===== src/rtl/word_splitter.sv =====
// word_splitter
//   Splits each accepted 16-bit word {hi, lo} into two bytes on a
//   valid/ready byte stream. The first byte goes out in the cycle after the
//   word is accepted. The second byte's handshake can accept the next word
//   on the same edge, so a continuous stream runs at one word per two cycles.
//
// Parameters
//   MSB_FIRST  : 1 = hi byte first, 0 = lo byte first
// Ports
//   clk        : clock; all state changes on its rising edge
//   rst        : synchronous, active-high reset
//   in_word    : word to split, {hi[15:8], lo[7:0]}
//   in_valid   : in_word is valid
//   in_ready   : the block accepts in_word this cycle
//   out_byte   : current output byte (8'h00 while out_valid = 0)
//   out_valid  : out_byte is valid
//   out_ready  : downstream accepts out_byte this cycle
//   out_last   : out_byte is the second byte of its word
//   out_rep    : the current word had hi == lo
//   word_count : number of fully emitted words, modulo 256
module word_splitter #(
  parameter bit MSB_FIRST = 1'b1
) (
  input  logic        clk,
  input  logic        rst,
  input  logic [15:0] in_word,
  input  logic        in_valid,
  output logic        in_ready,
  output logic [7:0]  out_byte,
  output logic        out_valid,
  input  logic        out_ready,
  output logic        out_last,
  output logic        out_rep,
  output logic [7:0]  word_count
);

  typedef enum logic [1:0] {
    IDLE   = 2'd0,
    SEND_1 = 2'd1,
    SEND_2 = 2'd2
  } state_t;

  state_t      state_reg;
  logic [15:0] hold_reg;
  logic        rep_reg;
  logic [7:0]  count_reg;

  logic [7:0]  first_byte;
  logic [7:0]  second_byte;

  assign first_byte  = MSB_FIRST ? hold_reg[15:8] : hold_reg[7:0];
  assign second_byte = MSB_FIRST ? hold_reg[7:0]  : hold_reg[15:8];

  always_ff @(posedge clk) begin
    if (rst) begin
      state_reg <= IDLE;
      hold_reg  <= 16'h0000;
      rep_reg   <= 1'b0;
      count_reg <= 8'h00;
    end else begin
      case (state_reg)
        IDLE: begin
          if (in_valid) begin
            hold_reg  <= in_word;
            rep_reg   <= (in_word[15:8] == in_word[7:0]);
            state_reg <= SEND_1;
          end
        end
        SEND_1: begin
          if (out_ready) begin
            state_reg <= SEND_2;
          end
        end
        SEND_2: begin
          if (out_ready) begin
            count_reg <= count_reg + 8'd1;
            // Accepting the next word on the last byte's handshake avoids
            // a bubble between consecutive words.
            if (in_valid) begin
              hold_reg  <= in_word;
              rep_reg   <= (in_word[15:8] == in_word[7:0]);
              state_reg <= SEND_1;
            end else begin
              state_reg <= IDLE;
            end
          end
        end
        default: state_reg <= IDLE;
      endcase
    end
  end

  // Output decode from the state register. rst masks every handshake output
  // in the same cycle, so nothing appears valid or ready while reset is held.
  always_comb begin
    in_ready  = 1'b0;
    out_valid = 1'b0;
    out_last  = 1'b0;
    out_rep   = 1'b0;
    out_byte  = 8'h00;
    if (!rst) begin
      case (state_reg)
        IDLE: begin
          in_ready = 1'b1;
        end
        SEND_1: begin
          out_valid = 1'b1;
          out_byte  = first_byte;
          out_rep   = rep_reg;
        end
        SEND_2: begin
          out_valid = 1'b1;
          out_last  = 1'b1;
          out_byte  = second_byte;
          out_rep   = rep_reg;
          in_ready  = out_ready;
        end
        default: begin
          in_ready = 1'b0;
        end
      endcase
    end
  end

  assign word_count = count_reg;

endmodule


===== config.mk =====
export PLATFORM = sky130hd
export DESIGN_NAME = word_splitter
export DESIGN_NICKNAME = d
export VERILOG_FILES = /design/src/rtl/word_splitter.sv
export SDC_FILE = /design/constraint.sdc
export NUM_CORES = 1
export LEC_CHECK = 0
export BUFFER_PORTS_ARGS = -buffer_cell sky130_fd_sc_hd__buf_2
export CORE_MARGIN = 2
export CORE_UTILIZATION = 49
export DETAILED_ROUTE_END_ITERATION = 8
export PLACE_DENSITY = 0.76
export SKIP_LAST_GASP = 1
export SYNTH_ARGS = -nofsm -noshare
export SYNTH_HDL_FRONTEND = slang
export SYNTH_SLANG_ARGS = --single-unit

===== constraint.sdc =====
create_clock -name clk -period 4.2 [get_ports clk]
set_input_delay 1.26 -clock clk [delete_from_list [all_inputs] [get_ports clk]]
set_output_delay 1.26 -clock clk [all_outputs]
set_load 0.01 [all_outputs]

==> run_results.csv, run 1 <==
group,metric,value,unit
run_status,status,"finished clean",
clocking,cts_tree,"built",
worst_setup_path,start_kind,"input port",
sta,tns,0,ns
sta,drv_slew,0,
sta,tightest_slew,0.725,ns
detailed_routing,drt_iter0_drc,69,
sta,skew,0.000743,ns
worst_hold_path,min_from,"hold_reg[13]$_SDFFE_PP0P_",
placed_design,dp_hpwl,2.37,mm
clocking,postCtsHoldBufs,0,
power_and_ir_drop,comb_power_share,22.6,%
floorplan,core,2760,um2
synth,yosysSeqAreaShare,37.7,%
detailed_routing,wl_per_cell,14.1,um
detailed_routing,ant_nets,0,
grt,overflow,0,
clocking,cts_num_sinks,27,
grt,grt_pass1_vias,1240,
sta,fin_crit,3.29,ns
synth,ys_warn_count,0,
synth,synth_area,1430,um2
grt,grt_max_degree,31,
worst_setup_path,startpoint,"rst",
synth,syn_avg_cell_area,8.14,um2
worst_setup_path,r2r_start,"state_reg[0]$_SDFFE_PP0P_",
synth,netlist_instances,176,
sta,hold_violations,0,
cells_and_area,fin_nets,235,
clocking,clockBufferDepth,2,
clocking,path_clk_slew,0.15,ns
power_and_ir_drop,swShare,31.3,%
grt,grt_usage,20.8,%
sta,rsz0062_at_grt,"no",
cells_and_area,multi_input_area,805,um2
sta,slew_headroom,50.7,%
power_and_ir_drop,internal_power,0.000349,W
cells_and_area,syn2layout_area_growth,14.5,%
worst_setup_path,critPathMaxFanout,10,
placed_design,numPortBuffers,39,
cells_and_area,register_area,541,um2
clocking,postCtsSetupRepairBufs,0,
detailed_routing,drcViolationCount,0,
synth,yosys.cell_types.count,31,
power_and_ir_drop,p_clk_share,22.3,%
grt,grt_pass1_wl,5.46,mm
placed_design,gp_congestion,0.755,
worst_setup_path,critPathCaptureType,"primary output",
cells_and_area,num-fill-cells,266,
worst_setup_path,path_class,"input port to primary output",
power_and_ir_drop,p_leak,0.652,nW
power_and_ir_drop,powerDensity,310,nW/um2
power_and_ir_drop,ir_worst_vdd,0.195,mV
detailed_routing,wirelength,3.35,mm
worst_setup_path,cp.arrival,2.03,ns
grt,grt_antenna_before_repair,0,
cells_and_area,final_common_cell,"buf_2",
floorplan,std_cell_rows,19,
cells_and_area,layout-drive-gt1-share,23.7,%
power_and_ir_drop,power.switching,0.000159,W
floorplan,chipHeight,58.1,um
floorplan,dieArea,3370,um2
synth,synthesis.nets,203,
clocking,cts_buffers,3,
clocking,cts_root_buf,"clkbuf_4",
synth,synth-seq-cells,27,
floorplan,ios,40,
sta,max_clock_freq,0.304,GHz
clocking,cts.htree.levels,1,
cells_and_area,diodes,0,
run,maxCapViolCount,0,
cells_and_area,utilization,59.5,%
clocking,postCtsResizedCells,0,
detailed_routing,via_per_inst,5.91,
floorplan,die_w,58.1,um
sta,setup_viol,0,
worst_hold_path,hp-class,"flop to flop",
worst_setup_path,crit_required,2.94,ns
floorplan,start_util,52.0,%
detailed_routing,vias,1406,
cells_and_area,largest_reg_flops,16,
cells_and_area,final_cell_mix,"buf_2 (39), dfxtp_1 (27), a21oi_1 (24)",
clocking,clk_latency,0.32,ns
power_and_ir_drop,seq_power_share,55.1,%
detailed_routing,dr.pass1.iters,5,
sta,period_share,78.3,%
[routing by layer]
layer  GRT usage [%]  wire, um  vias to the layer above
met4            7.31        44                        0
met5               0         0                        -
met3            2.46       198                        6
li1                -         -                      693
met1            24.9      1350                      652
met2            38.0      1760                       55
[area by class of cell]
class | instances | share of cell area (%)
Sequential cell | 27 | 33.0
Multi-Input combinational cell | 129 | 49.0
Clock inverter | 1 | 0.305
Clock buffer | 3 | 1.37
Inverter | 7 | 1.60
Tap cell | 31 | 2.36
Timing Repair Buffer | 40 | 12.4
[cell families after synthesis]
kind of cell	Yosys count	share of synthesized area [%]
mux	2	1.75
buf+inv	20	6.11
flops	27	37.7
fa+ha+maj	7	6.11
simple gates	49	17.5
xor+xnor	10	6.11
compound gates	61	24.7
[cells in the mapped netlist]
| master | instances | area, um2 |
|---|---|---|
| a211o_1 | 1 | 8.76 |
| a21oi_1 | 24 | 120 |
| a22oi_1 | 8 | 60.1 |
| a31oi_1 | 1 | 6.26 |
| buf_1 | 2 | 7.51 |
| buf_2 | 1 | 5.00 |
| buf_4 | 3 | 22.5 |
| clkbuf_1 | 7 | 26.3 |
| dfxtp_1 | 27 | 541 |
| ha_1 | 7 | 87.6 |
| inv_1 | 7 | 26.3 |
| mux2_2 | 1 | 11.3 |
| mux2i_2 | 1 | 13.8 |
| nand2_1 | 2 | 7.51 |
| nand2_2 | 1 | 6.26 |
| nand2b_1 | 1 | 6.26 |
| nand3_1 | 21 | 105 |
| nand3b_1 | 1 | 7.51 |
| nand4_1 | 3 | 18.8 |
| nor2_1 | 12 | 45.0 |
| nor2b_1 | 2 | 12.5 |
| o2111ai_1 | 1 | 8.76 |
| o21ai_0 | 21 | 105 |
| o21ba_2 | 1 | 10.0 |
| o21bai_1 | 1 | 7.51 |
| o31ai_1 | 2 | 15.0 |
| o31ai_2 | 1 | 12.5 |
| or3_1 | 3 | 18.8 |
| or4_1 | 3 | 22.5 |
| xnor2_1 | 7 | 61.3 |
| xor2_1 | 3 | 26.3 |
[stage by stage]
stage / std cells / setup slack, ns / power, W / instance area, um2 / hold slack, ns
3_3_place_gp: 234 / 0.912 / 0.000395 / 1610 / 0.459
5_1_grt: 238 / 0.817 / 0.000535 / 1640 / 0.518
4_1_cts: 238 / 0.883 / 0.000510 / 1640 / 0.489
2_1_floorplan: 176 / 1.01 / 0.000368 / 1430 / 0.454
3_5_place_dp: 234 / 0.881 / 0.000400 / 1610 / 0.470
6_report: 238 / 0.913 / 0.000509 / 1640 / 0.489
[worst paths after layout]
kind | cells after the start | slack [ns] | endpoint
hold / removal | 2 | 0.49 | hold_reg[13]$_SDFFE_PP0P_
setup / recovery | 4 | 0.91 | out_byte[0]
hold reg to reg | 2 | 0.49 | hold_reg[13]$_SDFFE_PP0P_
setup reg to reg | 5 | 2.09 | hold_reg[1]$_SDFFE_PP0P_
[power groups by stage]
stage	Clock (W)	Sequential, W	Combinational, W
2_1_floorplan	0	0.000284	0.0000836
3_3_place_gp	0	0.000285	0.000110
3_5_place_dp	0	0.000286	0.000114
4_1_cts	0.000115	0.000280	0.000115
5_1_grt	0.000124	0.000282	0.000129
6_report	0.000113	0.000280	0.000115
[critical path: stages]
cell,delay [ns]
buf_2,0.10
nand2b_1,0.32
nor2_1,0.19
buf_2,0.15
(Power assumes the default switching activity.)
==> inputs of run 2 (changes only) <==
==> constraint.sdc (replaced) <==
create_clock -name clk -period 3.4 [get_ports clk]
set_input_delay 1.02 -clock clk [delete_from_list [all_inputs] [get_ports clk]]
set_output_delay 1.02 -clock clk [all_outputs]
set_load 0.01 [all_outputs]
==> run 2 against run 1 <==
  * Clock skew grew 0.0062 ns
  * Count of clock-buffer cells in the layout is the same
  * Non-clock buffer count is the same
  * Register-to-register slack lost 0.81 ns
  * Power grew 24%
  * Largest cell class unchanged
==> run_results.csv, run 2 (synthesis results as in run 1) <==
group,metric,value,unit
grt,grt_usage,21.1,%
clocking,postCtsResizedCells,0,
clocking,clockBufferDepth,2,
detailed_routing,dr.pass1.iters,5,
clocking,cts_root_buf,"clkbuf_4",
clocking,cts.htree.levels,1,
cells_and_area,final_common_cell,"buf_2",
clocking,cts_num_sinks,27,
worst_setup_path,ff2ff_path_depth,5,
power_and_ir_drop,ir_worst_vdd,0.229,mV
worst_hold_path,hp-class,"flop to flop",
clocking,cts_buffers,3,
sta,tns,0,ns
sta,slew_headroom,50.3,%
worst_setup_path,critPathMaxFanout,10,
sta,hold_violations,0,
floorplan,start_util,52.0,%
run,maxCapViolCount,0,
sta,rsz0062_at_grt,"no",
floorplan,core,2760,um2
sta,drv_slew,0,
worst_setup_path,cp.arrival,1.81,ns
sta,tightest_slew,0.731,ns
cells_and_area,largest_reg_flops,16,
worst_setup_path,r2r-end,"hold_reg[1]$_SDFFE_PP0P_",
detailed_routing,vias,1390,
clocking,path_clk_slew,0.15,ns
grt,grt_pass1_wl,5.62,mm
clocking,postCtsHoldBufs,0,
sta,fin_crit,2.83,ns
worst_setup_path,crit_required,2.38,ns
worst_setup_path,r2r_start,"state_reg[0]$_SDFFE_PP0P_",
floorplan,dieArea,3370,um2
worst_setup_path,startpoint,"rst",
grt,overflow,0,
placed_design,numPortBuffers,39,
cells_and_area,fin_cells,238,
clocking,cts_tree,"built",
detailed_routing,drcViolationCount,0,
cells_and_area,final_cell_mix,"buf_2 (39), dfxtp_1 (27), a21oi_1 (24)",
worst_setup_path,path_class,"input port to primary output",
clocking,clk_latency,0.32,ns
placed_design,gp_congestion,0.773,
clocking,postCtsSetupRepairBufs,0,
power_and_ir_drop,powerDensity,384,nW/um2
detailed_routing,wl_per_cell,13.8,um
worst_setup_path,start_kind,"input port",
sta,setup_viol,0,
floorplan,std_cell_rows,19,
power_and_ir_drop,p_leak,0.649,nW
detailed_routing,drt_iter0_drc,60,
grt,grt_max_degree,31,
sta,max_clock_freq,0.354,GHz
floorplan,chipHeight,58.1,um
cells_and_area,diodes,0,
grt,grt_pass1_vias,1366,
placed_design,place_inst,234,
sta,period_share,83.1,%
run_status,status,"finished clean",
floorplan,ios,40,
worst_setup_path,worstSetupEndpoint,"out_byte[0]",
detailed_routing,via_per_inst,5.84,
detailed_routing,ant_nets,0,
cells_and_area,syn2layout_area_growth,14.7,%
cells_and_area,fin_nets,235,
cells_and_area,layout-drive-gt1-share,23.7,%
detailed_routing,wirelength,3.29,mm
floorplan,die_w,58.1,um
worst_setup_path,r2r_slack,1.28,ns
worst_setup_path,critPathCaptureType,"primary output",
placed_design,dp_hpwl,2.31,mm
sta,skew,0.00692,ns
grt,grt_antenna_before_repair,0,
run 2: changes by cell type in the layout (fill, tap and decap cells not counted), sizes merged:
cell,previous run,this run
clkinvlp,0,1
clkinv,1,0
run 2: worst min-delay path by stage:
stage	startpoint	endpoint	cells past startpoint
5_1_grt	hold_reg[7]$_SDFFE_PP0P_	hold_reg[7]$_SDFFE_PP0P_	2
3_5_place_dp	hold_reg[8]$_SDFFE_PP0P_	hold_reg[8]$_SDFFE_PP0P_	2
4_1_cts	hold_reg[8]$_SDFFE_PP0P_	hold_reg[8]$_SDFFE_PP0P_	2
2_1_floorplan	hold_reg[0]$_SDFFE_PP0P_	hold_reg[0]$_SDFFE_PP0P_	2
3_3_place_gp	word_count[7]$_SDFFE_PP0P_	word_count[7]$_SDFFE_PP0P_	2
6_report	hold_reg[8]$_SDFFE_PP0P_	hold_reg[8]$_SDFFE_PP0P_	2
run 2: where the power goes:
| group | internal, W | switching [W] |
|---|---|---|
| clock network | 0.0000449 | 0.0000984 |
| registers | 0.000336 | 0.0000107 |
| logic | 0.0000518 | 0.0000901 |
run 2: per-stage QoR:
step / hold slack, ns / total power (W) / setup WS [ns] / util [%] / area [um2]
final: 0.486 / 0.000631 / 0.575 / 59.6 / 1640
after floorplan: 0.454 / 0.000454 / 0.692 / - / 1430
after global routing: 0.516 / 0.000670 / 0.478 / 59.6 / 1640
after detailed placement: 0.468 / 0.000495 / 0.553 / 58.5 / 1610
after global placement: 0.459 / 0.000488 / 0.580 / 58.5 / 1610
after CTS: 0.487 / 0.000638 / 0.550 / 59.6 / 1640
run 2: critical path: stages:
cell,delay (ns)
buf_2,0.10
nand2b_1,0.33
nor2_1,0.20
buf_2,0.15
run 2: cell type report:
cell class                      instances  area (um2)
Timing Repair Buffer                   40         203
Tap cell                               31        38.8
Fill cell                             270        1110
Multi-Input combinational cell        129         805
Inverter                                7        26.3
Sequential cell                        27         541
Clock buffer                            3        22.5
Clock inverter                          1        7.51
run 2: per-layer routing:
metal,global-route usage (%),vias to the layer above,wire length [um]
met5,0,-,0
met4,9.63,0,32
met3,2.68,5,203
met2,40.3,59,1790
met1,22.7,635,1260
li1,-,691,-
